## config.mk

```make
export PLATFORM = sky130hd
export DESIGN_NAME = regfile_write_arbiter
export DESIGN_NICKNAME = d
export VERILOG_FILES = /design/src/rtl/regfile_write_arbiter.sv
export SDC_FILE = /design/constraint.sdc
export NUM_CORES = 1
export LEC_CHECK = 0
export ABC_AREA = 1
export CORE_MARGIN = 2
export CORE_UTILIZATION = 48
export DETAILED_ROUTE_END_ITERATION = 16
export PLACE_DENSITY_LB_ADDON = 0.12
export SLEW_MARGIN = 20
export SYNTH_ARGS = -nofsm -noshare
export SYNTH_HDL_FRONTEND = slang
export SYNTH_SLANG_ARGS = --single-unit
```

## constraint.sdc

```tcl
create_clock -name clk -period 7.5 [get_ports clk]
set_input_delay 1.125 -clock clk [delete_from_list [all_inputs] [get_ports clk]]
set_output_delay 1.125 -clock clk [all_outputs]
set_load 0.1 [all_outputs]
```

## src/rtl/regfile_write_arbiter.sv

```systemverilog
// Shares the register-file write port between WB (always wins) and a long-latency unit via a small FIFO,
// and keeps a scoreboard of LU-pending destinations. Define ARB_STALL_CNT_EN for the stall_cycles counter.
module regfile_write_arbiter #(
  parameter int DEPTH  = 2,
  parameter int DATA_W = 32,
  parameter int ADDR_W = 5
) (
  input  logic              clk,
  input  logic              reset,
  input  logic              wb_we,
  input  logic [ADDR_W-1:0] wb_reg,
  input  logic [DATA_W-1:0] wb_data,
  input  logic              lu_valid,
  output logic              lu_ready,
  input  logic [ADDR_W-1:0] lu_reg,
  input  logic [DATA_W-1:0] lu_data,
  input  logic              issue_valid,
  input  logic [ADDR_W-1:0] issue_reg,
  input  logic [ADDR_W-1:0] id_rs,
  input  logic [ADDR_W-1:0] id_rt,
  output logic              stall,
  output logic [31:0]       busy_mask,
`ifdef ARB_STALL_CNT_EN
  output logic [15:0]       stall_cycles,
`endif
  output logic              rf_we,
  output logic [ADDR_W-1:0] rf_waddr,
  output logic [DATA_W-1:0] rf_wdata
);

  localparam int AW = $clog2(DEPTH);

  typedef struct packed {
    logic [ADDR_W-1:0] addr;
    logic [DATA_W-1:0] data;
  } wr_t;

  wr_t [DEPTH-1:0] mem;
  logic [AW:0]     wr_ptr, rd_ptr;
  logic            full, empty;
  logic            rf_lu;

  logic wb_sel, head_sel, byp_sel, lu_fire, push;
  wr_t  sel;
  logic [31:0] busy_nxt;

  assign empty    = (wr_ptr == rd_ptr);
  assign full     = ((wr_ptr ^ rd_ptr) == {1'b1, {AW{1'b0}}});
  // Registered full only: a full FIFO refuses a push even while it pops.
  assign lu_ready = reset && !full;
  assign lu_fire  = lu_valid && lu_ready;

  assign wb_sel   = wb_we && (wb_reg != '0);
  assign head_sel = !wb_sel && !empty;
  assign byp_sel  = !wb_sel && empty && lu_fire && (lu_reg != '0);
  assign push     = lu_fire && (lu_reg != '0) && !byp_sel;

  always_comb begin
    sel = '0;
    if (wb_sel)        sel = '{addr: wb_reg, data: wb_data};
    else if (head_sel) sel = mem[rd_ptr[AW-1:0]];
    else if (byp_sel)  sel = '{addr: lu_reg, data: lu_data};
  end

  // Clear lands on the edge where the RF commits the LU write; a same-cycle reservation wins.
  always_comb begin
    busy_nxt = busy_mask;
    if (rf_we && rf_lu)                   busy_nxt[rf_waddr]  = 1'b0;
    if (issue_valid && issue_reg != '0)   busy_nxt[issue_reg] = 1'b1;
  end

  assign stall = (busy_mask[id_rs] && id_rs != '0) ||
                 (busy_mask[id_rt] && id_rt != '0) ||
                 (issue_valid && busy_mask[issue_reg]);

  always_ff @(posedge clk) begin
    if (!reset) begin
      wr_ptr    <= '0;
      rd_ptr    <= '0;
      rf_we     <= 1'b0;
      rf_lu     <= 1'b0;
      rf_waddr  <= '0;
      rf_wdata  <= '0;
      busy_mask <= '0;
    end else begin
      if (push) begin
        mem[wr_ptr[AW-1:0]] <= '{addr: lu_reg, data: lu_data};
        wr_ptr              <= wr_ptr + 1'b1;
      end
      if (head_sel) rd_ptr <= rd_ptr + 1'b1;
      rf_we     <= wb_sel || head_sel || byp_sel;
      rf_lu     <= !wb_sel && (head_sel || byp_sel);
      rf_waddr  <= sel.addr;
      rf_wdata  <= sel.data;
      busy_mask <= busy_nxt;
    end
  end

`ifdef ARB_STALL_CNT_EN
  always_ff @(posedge clk) begin
    if (!reset)                               stall_cycles <= '0;
    else if (stall && stall_cycles != 16'hFFFF) stall_cycles <= stall_cycles + 16'd1;
  end
`endif

endmodule

```

**Yosys cells after proc, flatten, opt, wreduce, memory -nomap -nowiden**

Index checks and enable logic that the tools add are counted.
Widths: inputs -> output; s select.

- Output and inout bits: 72
- Bits in registers: 149

- Multiplexer cells: 20
- Reduce and logical (&&, ||, !) cells: 33
- Add/sub/neg operators: 2
- Order comparisons: 9
- Equal/unequal tests: 2
- Bitwise gates (word level): 4

Operator list:

| kind | count |
|---|---|
| $mux 37 | 6 |
| $bwmux 74 | 1 |
| $mux 32 | 2 |
| $demux 37 s1 | 1 |
| $and 32x32->32 | 1 |
| $not 32->32 | 1 |
| $or 32x32->32 | 1 |
| $reduce_bool 5->1 | 5 |
| $lt 5x6->1 const B | 4 |
| $logic_and 1x1->1 | 18 |
| $bmux 1 s5 | 3 |
| $demux 1 s5 | 2 |
| $ge 5x1->1 const B | 2 |
| $logic_or 1x1->1 | 5 |
| $mux 1 | 5 |
| $add 2x1->2 const B | 2 |
| $logic_not 1->1 | 4 |
| $lt 1x2->1 const B | 2 |
| $eq 2x2->1 | 1 |
| $eq 2x2->1 const B | 1 |
| $reduce_and 2->1 | 1 |
| $xor 2x2->2 | 1 |
| $ge 1x1->1 const B | 1 |

**Depth between registers and ports, before layout**

Gate-level depths: netlist of run 1.

- Depth in word-level cells: 10
- Gate-level depth with buffers: 14
- Depth with buffers taken out: 12

**Worst setup path after synthesis of run 1**

Ideal clock, no wire load.

- Kind: input to register
- From: input reset
- To: register mem[0] (netlist bit) (enable)
- Setup slack: 1110 ps
- Cell stages on the path: 4
- Buffers on the path: 0
- Arrival: 5865 ps
- Setup time: 525 ps
- Cell sequence: inv_2 a21oi_2 nand2_1 nor4_1

- Longest elaborated chain between the ends: 7
- Elaborated cells on any way between the ends: 8
- Classes of those cells: reduce/logical (8)

RTL lines:

| item | RTL line | text |
|---|---|---|
| start, declared | 9 | `input logic reset,` |
| $logic_and 1x1->1 (*) | 50 | `assign lu_ready = reset && !full;` |
| named net lu_ready | 14 | `output logic lu_ready,` |
| $logic_and 1x1->1 (*) | 51 | `assign lu_fire = lu_valid && lu_ready;` |
| $logic_and 1x1->1 (2 in a row) | 55 | `assign byp_sel = !wb_sel && empty && lu_fire && (lu_reg != '0);` |
| $logic_not 1->1 | 56 | `assign push = lu_fire && (lu_reg != '0) && !byp_sel;` |
| $logic_and 1x1->1 (*) | 56 |  |
| $reduce_and 2->1 (no line) (*) | n/a |  |
| end signal, assigned by index | 87 | `mem[wr_ptr[AW-1:0]] <= '{addr: lu_reg, data: lu_data};` |
| end, declared | 38 | `wr_t [DEPTH-1:0] mem;` |

Mark *: on every way through the listed nets, which the timed path passes. The rest lies on a longest branch.
A chain may end at the register's enable or synchronous reset.

**Worst setup path after layout of run 1**

- From: input id_rs[0]
- To: output stall

- Longest elaborated chain between the ends: 5
- Elaborated cells on any way between the ends: 6
- Classes of those cells: mux (2); reduce/logical (4)

RTL lines:

| item | RTL line | text |
|---|---|---|
| start, declared | 19 | `input logic [ADDR_W-1:0] id_rs,` |
| $bmux 1 s5 | 72 | `assign stall = (busy_mask[id_rs] && id_rs != '0) \|\|` |
| $mux 1 (implied by the code) | 72 |  |
| $logic_and 1x1->1 (*) | 72 |  |
| $logic_or 1x1->1 (*) | 72 |  |
| $logic_or 1x1->1 (*) | 73 | `(busy_mask[id_rt] && id_rt != '0) \|\|` |
| end, declared | 21 | `output logic stall,` |

Every way passes the cells marked *; elsewhere a longest branch is shown, timed or not. The select of a mux whose other input is x is not followed.

==> impl_metrics.py, run 1 <==
metrics = {
    "critical_path": {
        "end_kind": "output port",
        "worstPathRequired_ns": 6.38,
        "crit_top_cell": "nand2_1",
        "r2r_cells": 10,
        "cp-start-kind": "input pin",
        "cp_max_fo": 19,
        "cp_slowest_stage_delay_ns": 1.13,
        "crit_type": "in2out",
        "cp.arrival_ns": 4.24,
        "crit_slowest_cell": "clkdlybuf4s50_1",
        "reg2reg_slack_ns": 4.01,
        "cp_cell_sequence": "clkdlybuf4s50_1 > inv_1 > nand2_1 > nand3_1 > nand2_1 > nand2_1 > nand2_1 > inv_1 > nand2_1 > nand2_1 > nand2_1 > inv_1 > nand3_1 > clkdlybuf4s50_1",
    },
    "sta": {
        "setup_viol_count_final": 0,
        "finalWorstSetupSlack_ns": 2.13,
        "max_freq_ghz": 0.186,
        "skew_ns": 0.00496,
        "final_hold_viol_count": 0,
        "fin_setup_tns_ns": 0,
        "rsz0062_at_grt": "false",
        "fin_crit_sh": 0.716,
        "min_period_ns": 5.37,
        "slew_viol_final": 0,
        "slew_headroom": 0.321,
        "timing.hold.ws_ns": 0.500,
        "worstMarginPinSlew_ns": 1.02,
    },
    "placement": {
        "dp_hpwl_mm": 12.6,
        "dp_slack_ns": 2.16,
        "dpl_cell_area_mm2": 0.00886,
        "gp_congestion": 0.977,
        "port_buffers": 165,
        "placed_cells": 1153,
    },
    "clocking": {
        "post-cts-setup-buffers": 0,
        "post_cts_resize_count": 0,
        "cts.sinks": 149,
        "cts_tree": "yes",
        "cts-htree-levels": 4,
        "clk_latency_ns": 0.43,
        "cts.path.max_buffers": 2,
        "numCtsBuffers": 17,
        "path_clk_slew_ns": 0.06,
        "root_buffer": "clkbuf_16",
        "cts_hold_buf": 0,
    },
    "synth": {
        "synth_top_family_by_area": "simple AND/OR/NAND/NOR gates",
        "synthesis.area_mm2": 0.00709,
        "synth_nets": 926,
        "synth_cells": 832,
        "seq_area_frac_synth": 0.525,
        "synth_xor_area_frac": 0.00353,
        "syn_area_per_cell_um2": 8.52,
        "synth-adder-area-share": 0,
        "yosysWarnings": 0,
        "synth.distinct_cells": 32,
        "ys_ff_latch": 149,
        "synthSimpleGateAreaFrac": 0.192,
        "synth_compound_area_frac": 0.147,
        "synth_mux_area_frac": 0.0522,
    },
    "layout": {
        "drive_above_1_share": 0.0899,
        "regArea_mm2": 0.00372,
        "final_common_cell": "nand2_1",
        "multi_input_area_mm2": 0.00282,
        "syn2layout_area_growth_pct": 34.6,
        "stdcell_area_mm2": 0.00954,
        "fin_nets": 1082,
        "insertedDiodeCount": 0,
        "final_core_util": 0.659,
        "fillers": 1202,
        "layout_common_cells": "nand2_1 (175), clkdlybuf4s50_1 (165), o21ai_0 (110)",
        "instances_no_fill": 1185,
    },
    "route": {
        "firstDrtPassIters": 6,
        "drt_iter0_markers": 545,
        "drt-total-wl_mm": 18.7,
        "routedWlPerCell_um": 15.8,
        "vias": 6217,
        "ant_nets": 0,
        "drc": 0,
        "viasPerCell": 5.25,
    },
    "global_routing": {
        "track_usage": 0.240,
        "grt_max_degree": 76,
        "antenna_found_initial": 0,
        "overflow": 0,
        "grt_pass1_vias": 5818,
        "grt_pass1_wl_mm": 30.0,
    },
    "power": {
        "p_leak_nw": 3.61,
        "p_total_mw": 2.39,
        "power_density_mw_per_mm2": 251,
        "vdd_drop_max_v": 0.000215,
    },
    "hold_path": {
        "hold_path_class": "reg2reg",
        "min_delay_path_depth": 2,
    },
    "die": {
        "die_w_um": 126,
        "core_mm2": 0.0145,
        "pin_count": 166,
        "initial_core_util": 0.490,
        "die_area_mm2": 0.0158,
        "rows": 44,
        "die-height_um": 126,
    },
    "status": {
        "outcome": "complete, no violations",
    },
    "run": {
        "cap_violations": 0,
    },
}
[synthesized netlist by cell type (all sizes together)]
library cell  instances  area, um2
a21oi                77        464
a31oi                 2       12.5
buf                  13        103
clkbuf               24       91.3
clkinv                1       3.75
dfxtp                75       1500
edfxtp               74       2220
inv                  99        372
mux2i                37        370
nand2               196        786
nand3                67        335
nand3b                1       7.51
nand4                 3       18.8
nor2                 34        130
nor3                 13       70.1
nor3b                 1       7.51
nor4                  1       6.26
o211ai                1       7.51
o21ai               111        556
xnor2                 1       16.3
xor2                  1       8.76
[critical path, delay by kind of cell]
kind | cells | cell delay [ns]
buf+inv | 5 | 2.47
simple gates | 9 | 0.63
[worst paths after layout]
kind              startpoint   endpoint
setup / recovery    id_rs[0]      stall
hold / removal     wr_ptr[1]  wr_ptr[1]
setup reg to reg   rd_ptr[0]      rf_lu
hold reg to reg    wr_ptr[1]  wr_ptr[1]
[metal layers]
metal	global-route usage	part of all wire	vias to the layer above
met4	0.0863	0.019	0
li1	-	-	3101
met5	0	0	-
met3	0.0616	0.080	31
met2	0.371	0.46	262
met1	0.327	0.44	2823
[cell families after synthesis]
kind of cell	Yosys count
and+or+nand+nor	316
DFF	149
AOI/OAI and AO/OA	191
xor gates and xnor gates	2
buffers and inverters	137
muxes	37
[layout make-up]
type                    count  area share
clock buffers              17      0.0446
clock inverters            15      0.0262
inverters                 100      0.0393
multi-input cells         546       0.295
flip-flops and latches    149       0.390
well taps                 184      0.0241
repair buffers            174       0.180
[where the power goes]
part,total (mW),switching (mW),internal [mW]
combinational,0.506,0.355,0.151
sequential,0.915,0.0174,0.897
clock,0.972,0.346,0.627
total,2.39,0.718,1.68
[state kept, by name, indices dropped and copies added, names as in the netlist]
register,flops
rf_lu,1
busy_mask,32
rf_we,1
rd_ptr,2
rf_wdata,32
wr_ptr,2
mem,74
rf_waddr,5
No activity file was read; power rests on OpenSTA's default activity.
==> run 2, diff against run 1 <==
clock period = 5 ns   (was 7.5 ns; I/O delays follow)
==> impl_metrics.py, run 2 (synthesis results as in run 1) <==
metrics = {
    "status": {
        "outcome": "complete, no violations",
    },
    "critical_path": {
        "r2r_cells": 9,
        "end_kind": "output port",
        "cp-start-kind": "input pin",
        "reg2reg_slack_ns": 2.01,
        "cp_max_fo": 11,
        "worstPathRequired_ns": 4.25,
        "r2r-start": "rd_ptr[0]",
        "r2r_end": "mem[43]",
        "cp.arrival_ns": 2.85,
        "crit_type": "in2out",
    },
    "hold_path": {
        "min_to": "wr_ptr[1]",
        "min_delay_path_depth": 2,
        "hp-start": "wr_ptr[1]",
        "hold_path_class": "reg2reg",
    },
    "route": {
        "viasPerCell": 5.29,
        "drt-total-wl_mm": 18.5,
        "drt_iter0_markers": 599,
        "firstDrtPassIters": 6,
        "vias": 6264,
        "ant_nets": 0,
        "drc": 0,
        "routedWlPerCell_um": 15.6,
    },
    "sta": {
        "finalWorstSetupSlack_ns": 1.40,
        "slew_headroom": 0.241,
        "slew_viol_final": 0,
        "final_hold_viol_count": 0,
        "timing.hold.ws_ns": 0.504,
        "skew_ns": 0.00736,
        "fin_crit_sh": 0.721,
        "setup_viol_count_final": 0,
        "fin_setup_tns_ns": 0,
        "rsz0062_at_grt": "false",
        "min_period_ns": 3.60,
        "max_freq_ghz": 0.277,
        "worstMarginPinSlew_ns": 1.13,
    },
    "global_routing": {
        "track_usage": 0.234,
        "grt_pass1_vias": 5733,
        "grt_pass1_wl_mm": 29.5,
        "overflow": 0,
        "grt_max_degree": 76,
        "antenna_found_initial": 0,
    },
    "run": {
        "cap_violations": 0,
    },
    "layout": {
        "multi_input_area_mm2": 0.00282,
        "instances_no_fill": 1185,
        "fillers": 1236,
        "final_core_util": 0.654,
        "stdcell_area_mm2": 0.00947,
        "insertedDiodeCount": 0,
        "fin_nets": 1082,
        "largest_register_ffs": 74,
        "final_common_cell": "nand2_1",
        "drive_above_1_share": 0.0909,
        "layout_common_cells": "nand2_1 (175), clkdlybuf4s50_1 (163), o21ai_0 (110)",
        "regArea_mm2": 0.00372,
        "syn2layout_area_growth_pct": 33.6,
    },
    "power": {
        "seqPwrFrac": 0.400,
        "power_switching_share": 0.311,
        "power_density_mw_per_mm2": 362,
        "p_total_mw": 3.43,
        "p_clk_frac": 0.379,
        "vdd_drop_max_v": 0.000252,
        "combPwrFrac": 0.221,
        "p_leak_nw": 3.57,
        "p_sw_mw": 1.07,
        "intPower_mw": 2.36,
    },
    "placement": {
        "dp_hpwl_mm": 12.4,
        "dpl_cell_area_mm2": 0.00886,
        "dp_slack_ns": 1.53,
        "gp_congestion": 0.977,
        "placed_cells": 1153,
        "port_buffers": 165,
    },
    "clocking": {
        "post-cts-setup-buffers": 0,
        "path_clk_slew_ns": 0.06,
        "post_cts_resize_count": 0,
        "clk_latency_ns": 0.42,
        "cts_tree": "yes",
        "cts_hold_buf": 0,
        "cts-htree-levels": 4,
        "cts.path.max_buffers": 2,
        "cts.sinks": 149,
        "numCtsBuffers": 17,
        "root_buffer": "clkbuf_16",
    },
    "die": {
        "core_mm2": 0.0145,
        "die_area_mm2": 0.0158,
        "die_w_um": 126,
        "die-height_um": 126,
        "initial_core_util": 0.490,
        "pin_count": 166,
        "rows": 44,
    },
}
==> run 2: cell types whose count changed in the layout (fill, tap and decap cells not counted), moves of 2 or more <==
cell             change
bufinv_16            -3
clkinvlp_4           +3
buf_4                +2
clkdlybuf4s50_1      -2
clkinv_1             -2
clkinv_4             -2
==> run 2: power by group through the flow <==
stage               Combinational [mW]  Sequential, mW  Clock [mW]
floorplan                        0.285            1.64           0
finish                           0.757            1.37        1.30
global placement                 0.752            1.40           0
global route                     0.809            1.38        1.37
CTS                              0.760            1.37        1.32
detailed placement               0.757            1.40           0
==> run 2: worst max-delay path by stage <==
| stage | endpoint | cells after the start | slack (ns) | startpoint |
|---|---|---|---|---|
| 3_3_place_gp | stall | 12 | 1.53 | issue_reg[1] |
| 6_report | stall | 12 | 1.40 | issue_reg[1] |
| 4_1_cts | stall | 12 | 1.47 | issue_reg[1] |
| 2_1_floorplan | mem[0] | 4 | 0.52 | reset |
| 3_5_place_dp | stall | 12 | 1.53 | issue_reg[1] |
| 5_1_grt | stall | 12 | 1.23 | issue_reg[1] |
==> run 2: layout make-up <==
type                            instances  area share
Clock buffer                           18      0.0453
Clock inverter                         14      0.0185
Inverter                              100      0.0396
Multi-Input combinational cell        546       0.298
Sequential cell                       149       0.393
Tap cell                              184      0.0243
Timing Repair Buffer                  174       0.181
==> run 2: metal layers <==
metal  up-vias  part of all wire  GRT usage
met5         -                 0          0
met4         0             0.023     0.0876
met3        40             0.073     0.0449
met2       293              0.45      0.368
met1      2830              0.45      0.323
li1       3101                 -          -
==> run 2: critical path: stages <==
cell             delay, ns
clkdlybuf4s50_1       0.57
inv_1                 0.19
nor2_1                0.45
a21oi_1               0.16
nand2_1               0.09
nand2_1               0.04
nand2_1               0.09
nor2_1                0.04
nand2_1               0.05
nand2_1               0.06
nand3_1               0.08
buf_4                 0.28
==> run 3, diff against run 2 <==
CORE_UTILIZATION = 45   (was 48)
clock period = 2.9 ns   (was 5 ns; I/O delays follow)
==> impl_metrics.py, run 3 (synthesis results as in run 1) <==
metrics = {
    "clocking": {
        "post-cts-setup-buffers": 0,
        "post_cts_resize_count": 0,
        "path_clk_slew_ns": 0.06,
        "cts_hold_buf": 0,
        "clk_latency_ns": 0.42,
        "cts.path.max_buffers": 2,
        "cts.sinks": 149,
        "root_buffer": "clkbuf_16",
        "cts-htree-levels": 4,
        "cts_tree": "yes",
        "numCtsBuffers": 17,
    },
    "critical_path": {
        "cp_max_fo": 11,
        "end_kind": "output port",
        "cp.arrival_ns": 2.18,
        "cp-start-kind": "input pin",
        "crit_type": "in2out",
        "path_buf_inv": 4,
        "crit_slowest_cell": "clkdlybuf4s50_1",
        "cp_cell_sequence": "clkdlybuf4s50_1 > inv_1 > nor2_1 > buf_4 > a21oi_1 > nand2_1 > nand2_1 > nand2_1 > nor2_1 > nand2_1 > nand2_1 > nand3_1 > buf_12",
        "cp_slowest_stage_delay_ns": 0.42,
        "crit_top_cell": "nand2_1",
        "cpLargestDelayFamily": "buffers and inverters",
        "worstPathRequired_ns": 2.47,
    },
    "power": {
        "p_leak_nw": 3.83,
        "power_density_mw_per_mm2": 631,
        "intPower_mw": 4.17,
        "seqPwrFrac": 0.393,
        "combPwrFrac": 0.220,
        "vdd_drop_max_v": 0.000444,
        "p_clk_frac": 0.387,
        "p_sw_mw": 1.86,
        "power_switching_share": 0.308,
    },
    "sta": {
        "max_freq_ghz": 0.382,
        "worstMarginPinSlew_ns": 0.685,
        "skew_ns": 0.00723,
        "min_period_ns": 2.62,
        "fin_crit_sh": 0.903,
        "setup_viol_count_final": 0,
        "slew_headroom": 0.544,
        "timing.hold.ws_ns": 0.509,
        "rsz0062_at_grt": "false",
        "final_hold_viol_count": 0,
        "slew_viol_final": 0,
    },
    "layout": {
        "fin_nets": 1104,
        "layout_common_cells": "nand2_1 (174), o21ai_0 (110), buf_4 (101)",
        "stdcell_area_mm2": 0.00955,
        "largest_register_ffs": 74,
        "drive_above_1_share": 0.180,
        "final_common_cell": "nand2_1",
        "syn2layout_area_growth_pct": 34.7,
        "fillers": 1370,
        "instances_no_fill": 1234,
        "insertedDiodeCount": 0,
    },
    "die": {
        "core_mm2": 0.0153,
        "die_area_mm2": 0.0168,
        "die_w_um": 130,
        "rows": 45,
        "die-height_um": 130,
        "pin_count": 166,
        "initial_core_util": 0.463,
    },
    "global_routing": {
        "antenna_found_initial": 0,
        "grt_max_degree": 42,
        "grt_pass1_wl_mm": 30.6,
        "track_usage": 0.237,
        "overflow": 0,
        "grt_pass1_vias": 5909,
    },
    "route": {
        "drt_iter0_markers": 488,
        "routedWlPerCell_um": 15.6,
        "ant_nets": 0,
        "firstDrtPassIters": 6,
        "drt-total-wl_mm": 19.3,
        "drc": 0,
        "vias": 6284,
        "viasPerCell": 5.09,
    },
    "placement": {
        "dpl_cell_area_mm2": 0.00892,
        "gp_congestion": 0.901,
        "dp_hpwl_mm": 13.5,
        "placed_cells": 1202,
        "port_buffers": 165,
    },
    "hold_path": {
        "hold_path_class": "reg2reg",
    },
    "status": {
        "outcome": "complete, no violations",
    },
    "run": {
        "cap_violations": 0,
    },
}
-- run 3: area by class of cell --
class	count	area (um2)	area share
flip-flops and latches	149	3730	0.390
multi-input cells	546	2830	0.296
repair buffers	196	1730	0.181
clock buffers	17	425	0.0445
inverters	100	375	0.0393
well taps	211	264	0.0276
clock inverters	15	199	0.0208
-- run 3: path summary, 6_finish.rpt --
kind,cells past startpoint,from,end,slack [ns]
max reg2reg,6,wr_ptr[1],mem[3],0.93
min reg2reg,2,wr_ptr[1],wr_ptr[1],0.51
max,13,issue_reg[1],stall,0.28
min,2,wr_ptr[1],wr_ptr[1],0.51
-- run 3: power by group through the flow --
stage | Clock (mW) | Combinational, mW | Sequential (mW)
global placement | 0 | 1.32 | 2.41
detailed placement | 0 | 1.33 | 2.41
CTS | 2.37 | 1.33 | 2.37
floorplan | 0 | 0.496 | 2.83
finish | 2.33 | 1.32 | 2.37
global route | 2.46 | 1.42 | 2.38
-- run 3: worst register-to-register path: cells and delay by family (launching register included) --
kind,cells,cell delay [ns]
DFF,1,0.37
buffers and inverters,2,0.47
xor gates and xnor gates,1,0.35
and+or+nand+nor,3,0.44
-- run 3: per-layer routing --
layer  vias up  global-route usage  share of wire
met5         -                   0              0
met4         0              0.0911          0.023
met3        37              0.0599          0.084
met2       283               0.369           0.45
met1      2820               0.319           0.44
li1       3144                   -              -
-- run 3: stage by stage --
stage          total power, mW   util  setup slack [ns]  TNS (ns)
6_report                  6.02  0.624             0.282         0
5_1_grt                   6.25  0.624            0.0969         0
4_1_cts                   6.07  0.624             0.297         0
3_5_place_dp              3.74  0.583             0.303         0
3_3_place_gp              3.73  0.583             0.289         0
2_1_floorplan             3.33      -            -0.149     -5.51
